===== src/rtl/mux_pkg.sv =====
// Shared definitions for the round-robin mux feeder: channel count, select width,
// output FSM states and the rotating-priority pick function.
package mux_pkg;

    localparam int N_CH  = 4;
    localparam int SEL_W = 2;

    typedef enum logic {
        EMPTY = 1'b0,
        FULL  = 1'b1
    } fsm_e;

    // Search starts just after ptr and wraps, so the last winner is tried last.
    function automatic logic [SEL_W-1:0] rr_pick(input logic [N_CH-1:0]  req,
                                                 input logic [SEL_W-1:0] ptr);
        logic [SEL_W-1:0] idx;
        logic             found;
        rr_pick = ptr;
        found   = 1'b0;
        for (int i = 1; i <= N_CH; i++) begin
            idx = ptr + SEL_W'(i);
            if (!found && req[idx]) begin
                rr_pick = idx;
                found   = 1'b1;
            end
        end
    endfunction

endpackage


===== src/rtl/rr_arbiter4.sv =====
// Four-way rotating-priority arbiter; ptr remembers the last winner so it
// becomes lowest priority on the next decision.
module rr_arbiter4
    import mux_pkg::*;
(
    input  logic             clk,
    input  logic             rst_n,
    input  logic [N_CH-1:0]  req,
    input  logic             load,
    output logic [N_CH-1:0]  gnt,
    output logic [SEL_W-1:0] win
);

    logic [SEL_W-1:0] ptr_q, ptr_d;

    always_comb begin
        win   = rr_pick(req, ptr_q);
        gnt   = '0;
        ptr_d = ptr_q;
        if (load) begin
            gnt[win] = 1'b1;
            ptr_d    = win;
        end
    end

    // ptr resets to the last channel so channel 0 wins the first decision.
    always_ff @(posedge clk or negedge rst_n) begin
        if (!rst_n) ptr_q <= SEL_W'(N_CH - 1);
        else        ptr_q <= ptr_d;
    end

endmodule


===== src/rtl/mux_rr_feeder.sv =====
// Round-robin scheduler feeding a 4:1 mux: arbitrates four channels and holds
// the selected word in a one-entry valid/ready output register.
module mux_rr_feeder
    import mux_pkg::*;
#(
    parameter int WIDTH = 4
) (
    input  logic             clk,
    input  logic             rst_n,
    input  logic [N_CH-1:0]  req,
    input  logic [WIDTH-1:0] a,
    input  logic [WIDTH-1:0] b,
    input  logic [WIDTH-1:0] c,
    input  logic [WIDTH-1:0] d,
    output logic [N_CH-1:0]  gnt,
    output logic [SEL_W-1:0] sel,
    output logic [WIDTH-1:0] out,
    output logic             out_valid,
    input  logic             out_ready
);

    fsm_e                        state_q, state_d;
    logic [WIDTH-1:0]            out_q, out_d;
    logic [SEL_W-1:0]            sel_q, sel_d;
    logic                        load;
    logic [SEL_W-1:0]            win;
    logic [N_CH-1:0][WIDTH-1:0]  ch_data;

    // rst_n gating keeps gnt low while reset is held, even with requests present.
    assign load    = rst_n && (state_q == EMPTY || out_ready) && (|req);
    assign ch_data = {d, c, b, a};

    rr_arbiter4 u_arb (
        .clk   (clk),
        .rst_n (rst_n),
        .req   (req),
        .load  (load),
        .gnt   (gnt),
        .win   (win)
    );

    always_comb begin
        state_d = state_q;
        out_d   = out_q;
        sel_d   = sel_q;
        if (load) begin
            state_d = FULL;
            out_d   = ch_data[win];
            sel_d   = win;
        end else if (state_q == FULL && out_ready) begin
            state_d = EMPTY;
        end
    end

    always_ff @(posedge clk or negedge rst_n) begin
        if (!rst_n) begin
            state_q <= EMPTY;
            out_q   <= '0;
            sel_q   <= '0;
        end else begin
            state_q <= state_d;
            out_q   <= out_d;
            sel_q   <= sel_d;
        end
    end

    assign out       = out_q;
    assign sel       = sel_q;
    assign out_valid = (state_q == FULL);

endmodule


===== config.mk =====
export PLATFORM = sky130hd
export DESIGN_NAME = mux_rr_feeder
export DESIGN_NICKNAME = d
export VERILOG_FILES = /design/src/rtl/mux_pkg.sv /design/src/rtl/rr_arbiter4.sv /design/src/rtl/mux_rr_feeder.sv
export SDC_FILE = /design/constraint.sdc
export NUM_CORES = 1
export LEC_CHECK = 0
export ABC_AREA = 1
export CAP_MARGIN = 40
export CORE_MARGIN = 2
export CORE_UTILIZATION = 42
export CTS_CLUSTER_DIAMETER = 50
export DETAILED_ROUTE_END_ITERATION = 12
export HOLD_SLACK_MARGIN = 0.02
export PLACE_DENSITY = 0.79
export SYNTH_ARGS = -nofsm -noshare
export SYNTH_HDL_FRONTEND = slang
export SYNTH_SLANG_ARGS = --single-unit

===== constraint.sdc =====
create_clock -name clk -period 2.2 [get_ports clk]
set_input_delay 0.44 -clock clk [delete_from_list [all_inputs] [get_ports clk]]
set_output_delay 0.44 -clock clk [all_outputs]
set_load 0.01 [all_outputs]

## Yosys cells after proc, flatten, opt, wreduce, memory -nomap -nowiden

Index checks and enable logic that the tools add are counted.

- $add $sub $neg: 3
- Order comparisons: 6
- Multiplexer cells: 22
- Bitwise logic cells: 1
- Reduce and logical (&&, ||, !) cells: 13

Operators by type and width:

| cell | count |
|---|---|
| 2-bit by 3-bit less-than comparator with 1-bit output (second input constant) | 5 |
| 1-bit 2-to-1 mux | 10 |
| 1-bit binary-select mux with 2-bit select | 4 |
| 4-bit binary-select mux with 2-bit select | 1 |
| 2-bit 2-to-1 mux | 4 |
| 4-bit 2-to-1 mux | 2 |
| 1-bit logical AND | 7 |
| 2-bit adder (second input constant) | 2 |
| 4-bit OR reduction | 1 |
| 1-bit logical NOT | 3 |
| 2-bit by 1-bit adder with 2-bit output (second input constant) | 1 |
| 1-bit demux with 2-bit select | 1 |
| 2-bit by 1-bit greater-or-equal comparator with 1-bit output (second input constant) | 1 |
| 2-bit nonzero test | 1 |
| 1-bit logical OR | 1 |
| 1-bit inverter | 1 |

- Flip-flop bits (word level): 9
- Input port bits: 23
- Output and inout bits: 11
- Word-level logic and storage cells: 49

## Logic depth before layout (Yosys ltp)

- Depth in word-level cells: 18
- Depth in mapped cells: 13
- Depth with buffers taken out: 13

## Modules after synthesis

From an unflattened synthesis, not the netlist that was laid out.

- Cells, all modules: 158
- Area total of the unflattened synthesis: 947.2 µm²

Modules (own cells, without submodules):

| module | times used | cells an instance | area an instance (µm²) | seq. area each (µm²) |
|---|---|---|---|---|
| mux_rr_feeder | 1 | 88 | 529.3 | 175.2 |
| rr_arbiter4 | 1 | 70 | 417.9 | 52.6 |

## Worst setup path before layout

No wires, ideal clock.

- Kind: reg-to-output
- From: register u_arb.ptr_q[0]
- To: output port gnt[1]
- Arrival time: 1.582 ns
- Required time: 1.760 ns
- Setup slack: 0.178 ns
- Cell stages (with the launch flop): 12
- Buffers on the path: 1
- Path through: dfstp_2 > buf_6 > nand2_1 > nand2_1 > nand2_1 > nand2_2 > nand2_2 > nand2_2 > nand2_4 > nand2_4 > nand2_1 > nor2_1

- Longest elaborated chain between the ends: 18
- Elaborated cells on any way between the ends: 30
- Those cells by class: 3 x add/sub; 2 x order compare; 18 x mux; 7 x reduce/logical

RTL lines:

| item | line | source |
|---|---|---|
| start: declaration | rr_arbiter4.sv:14 | `logic [SEL_W-1:0] ptr_q, ptr_d;` |
| start signal: assignment | rr_arbiter4.sv:28 | `if (!rst_n) ptr_q <= SEL_W'(N_CH - 1);` |
| start signal: assignment | rr_arbiter4.sv:29 | `else ptr_q <= ptr_d;` |
| 2-bit by 1-bit adder with 2-bit output | mux_pkg.sv:21 | `idx = ptr + SEL_W'(i);` |
| 1-bit binary-select mux with 2-bit select | mux_pkg.sv:22 | `if (!found && req[idx]) begin` |
| 1-bit 2-to-1 mux (implied by the code) | mux_pkg.sv:22 |  |
| 1-bit 2-to-1 mux | mux_pkg.sv:22 |  |
| 1-bit logical NOT | mux_pkg.sv:22 |  |
| 1-bit logical AND | mux_pkg.sv:22 |  |
| 1-bit 2-to-1 mux | mux_pkg.sv:22 |  |
| 1-bit logical NOT | mux_pkg.sv:22 |  |
| (+2 left out) | -- |  |
| 1-bit logical NOT | mux_pkg.sv:22 |  |
| 1-bit logical AND | mux_pkg.sv:22 |  |
| 2-bit 2-to-1 mux (*) | mux_pkg.sv:22 |  |
| 2-bit by 3-bit less-than comparator with 1-bit output (implied by the code) / 2-bit by 1-bit greater-or-equal comparator with 1-bit output (equally long branches) | rr_arbiter4.sv:21 | `gnt[win] = 1'b1;` |
| 1-bit logical AND (implied by the code) | rr_arbiter4.sv:21 |  |
| 1-bit 2-to-1 mux (implied by the code) | rr_arbiter4.sv:21 |  |
| 1-bit demux with 2-bit select (*) | -- |  |
| 4-bit 2-to-1 mux (*) | rr_arbiter4.sv:20 | `if (load) begin` |
| end: declaration | mux_rr_feeder.sv:15 | `output logic [N_CH-1:0] gnt,` |

Every way passes the cells marked *; elsewhere a longest branch is shown, timed or not. The select of a mux whose other input is x is not followed.

## Final worst setup path

- From: register u_arb.ptr_q[0]
- To: output port gnt[2]

Same word-level chain as after synthesis.

==> flow_metrics.env <==
export IMPL_status="finished, violations left"
export IMPL_violations="negative setup slack"
export IMPL_peakVddDrop_mv=1.22
export IMPL_via_per_inst=5.39
export IMPL_first_pass_iters=4
export IMPL_hold_viol_final=0
export IMPL_final_cell_mix="buf_4 (35), nand2_1 (33), nand3_1 (29)"
export IMPL_maxSlewHeadroom_pct=87.5
export IMPL_synth_cell_area_um2=822
export IMPL_use_met2_pct=48.2
export IMPL_fin_util_pct=85.9
export IMPL_combPwrFrac_pct=85.6
export IMPL_grt_max_degree=10
export IMPL_worstHoldPathCells=2
export IMPL_die_area_um2=2330
export IMPL_dp_cells=214
export IMPL_layout_setup_ws_ps=-171
export IMPL_postLayoutCellArea_um2=1630
export IMPL_finalCritPeriodShare_pct=108
export IMPL_cap_violations=0
export IMPL_internal_power_mw=1.52
export IMPL_num_vias=1240
export IMPL_start_util_pct=43.2
export IMPL_syn_area_per_cell_um2=6.32
export IMPL_insertion_delay_ps=250
export IMPL_synthTopCellsByArea="nand2_1 (22%), dfrtp_1 (21%), nand3_1 (21%)"
export IMPL_drive_above_1_share_pct=43.8
export IMPL_hpwl_um=2100
export IMPL_holdWs_ps=487
export IMPL_yosysWarnings=0
export IMPL_clock_fmax_mhz=422
export IMPL_grtUsageMet1_pct=36.6
export IMPL_wl_per_cell_um=15.0
export IMPL_antenna_found_initial=0
export IMPL_grt_pass1_wl_um=4570
export IMPL_min_to="out[3]"
export IMPL_required_ps=1760
export IMPL_grt_busiest_layer="met2"
export IMPL_ys_seq_elements=9
export IMPL_min_delay_start="out[3]"
export IMPL_leakage_nw=0.853
export IMPL_fin_skew_ps=0.978
export IMPL_r2r_start="u_arb.ptr_q[0]"
export IMPL_numCtsBuffers=3
export IMPL_core_region_area_um2=1900
export IMPL_p_clk_share_pct=4.1
export IMPL_r2r_end="out[1]"
export IMPL_cp_end_kind="output pin"
export IMPL_min_path_type="register to register"
export IMPL_yosysTopAreaCell="nand2_1"
export IMPL_layoutNonFillerInstCount=230
export IMPL_row_count=16
export IMPL_syn_inst=130
export IMPL_cp_arrival_ps=1930
export IMPL_crit_type="register to output pin"
export IMPL_cts_tree="done"
export IMPL_gp_congestion=0.917
export IMPL_fin_crit_ps=2370
export IMPL_yosysTopAreaCellShare_pct=22.4
export IMPL_rsz0062_at_grt="true"
export IMPL_cts_path_max_buffers=2
export IMPL_htreeDepth=1
export IMPL_p_sw_mw=1.54
export IMPL_tightestPinTransition_ps=186
export IMPL_synth_seq_area_share_pct=27.7
export IMPL_met3_usage_pct=1.48
export IMPL_p_seq_share_pct=10.3
export IMPL_root_buffer="clkbuf_4"
export IMPL_powerDensity_nw_per_um2=1870
export IMPL_clkTransAtPathRegs_ps=60
export IMPL_area_delta_synth_final_pct=98.6
export IMPL_pin_count=34
export IMPL_fp_dieW_um=48.2
export IMPL_nNetsFinal=227
export IMPL_r2r_cells=13
export IMPL_portBuffers=33
export IMPL_grt_overflow_total=0
export IMPL_cts_sinks=9
export IMPL_yosys_cell_types_count=16
export IMPL_swShare_pct=50.3
export IMPL_diodes=0
export IMPL_routed_wl_um=3460
export IMPL_drt_iter0_markers=38
export IMPL_path_max_fanout=5
export IMPL_dpl_cell_area_um2=1360
export IMPL_finalSetupViolations=4
export IMPL_start_kind="register"
export IMPL_drc=0
export IMPL_grt_pass1_vias=1080
export IMPL_track_usage_pct=27.8
export IMPL_maxSlewViolCount=0
export IMPL_die_h_um=48.2
export IMPL_reg2reg_slack_ps=130
export IMPL_final_common_cell="buf_4"
export IMPL_total_power_mw=3.06
export IMPL_drtAntennaViolNets=0
export IMPL_synth_nets=153
[worst max-delay path by stage]
stage	start	cells past startpoint	endpoint	slack (ps)
2_1_floorplan	u_arb.ptr_q[0]	11	gnt[1]	180
3_3_place_gp	req[0]	12	gnt[1]	-540
3_5_place_dp	req[1]	12	gnt[3]	-590
4_1_cts	u_arb.ptr_q[0]	11	gnt[3]	-70
5_1_grt	u_arb.ptr_q[0]	10	gnt[1]	-240
6_report	u_arb.ptr_q[0]	12	gnt[2]	-170
[worst max-delay path: stages, from the launching register on]
cell and delay (ps):
dfstp_2 600, buf_6 140, nand2_2 70, nand2_4 90, nand2_4 70, nand2_4 110
inv_6 60, nand3_4 100, inv_4 60, nand2_2 90, nand2_4 70, nor2_1 80
buf_2 140
[stage by stage]
step                setup TNS (ps)  setup slack (ps)
finish                        -591              -171
global route                  -877              -241
CTS                           -237             -70.7
detailed placement           -2240              -590
global placement             -2110              -543
floorplan                        0               178
[layer usage]
layer  routed length, µm  share of wire, %
met5                   0                 0
met2                1720                50
met1                1440                42
met3                 184               5.3
met4                 114               3.3
[state kept, by name (all words and copies together) (netlist names)]
signal       count
out              4
sel              2
u_arb.ptr_q      2
out_valid        1
[final cells by class]
cell class	count	area (µm²)
inverter	10	47.5
multi-input combinational	110	707
sequential	9	228
clock buffer	4	26.3
timing repair buffer	70	591
tap	27	33.8
fill	95	269
[cells in the mapped netlist (all sizes together)]
cell type	number
nand2	61
nand3	36
inv	9
dfrtp	7
nor2	7
o21ai	4
dfstp	2
nand4	2
buf	1
clkinv	1
[power groups by stage]
stage                     Sequential (mW)  Combinational [mW]  Clock, mW
after global placement              0.319                1.83          0
final                               0.315                2.62      0.125
after global routing                0.322                2.81      0.135
after floorplan                     0.330                1.04          0
after CTS                           0.308                2.12      0.131
after detailed placement            0.323                1.87          0
[kinds of logic after synthesis]
| kind of cell | Yosys count | synth area share, % |
|---|---|---|
| simple gates | 106 | 63.6 |
| compound gates | 4 | 2.43 |
| flops | 9 | 27.7 |
| buf+inv | 11 | 6.24 |
[what timing repair did]
action / CTS / global route
hold buffers: 0 / 0
setup endpoints to repair: 4 / 4
gates resized for setup: 38 / 30
hold endpoints to repair: 0 / 0
setup buffers: 8 / 4
pin swaps: 12 / 11
Note: power is estimated with default switching activity, not from simulation.
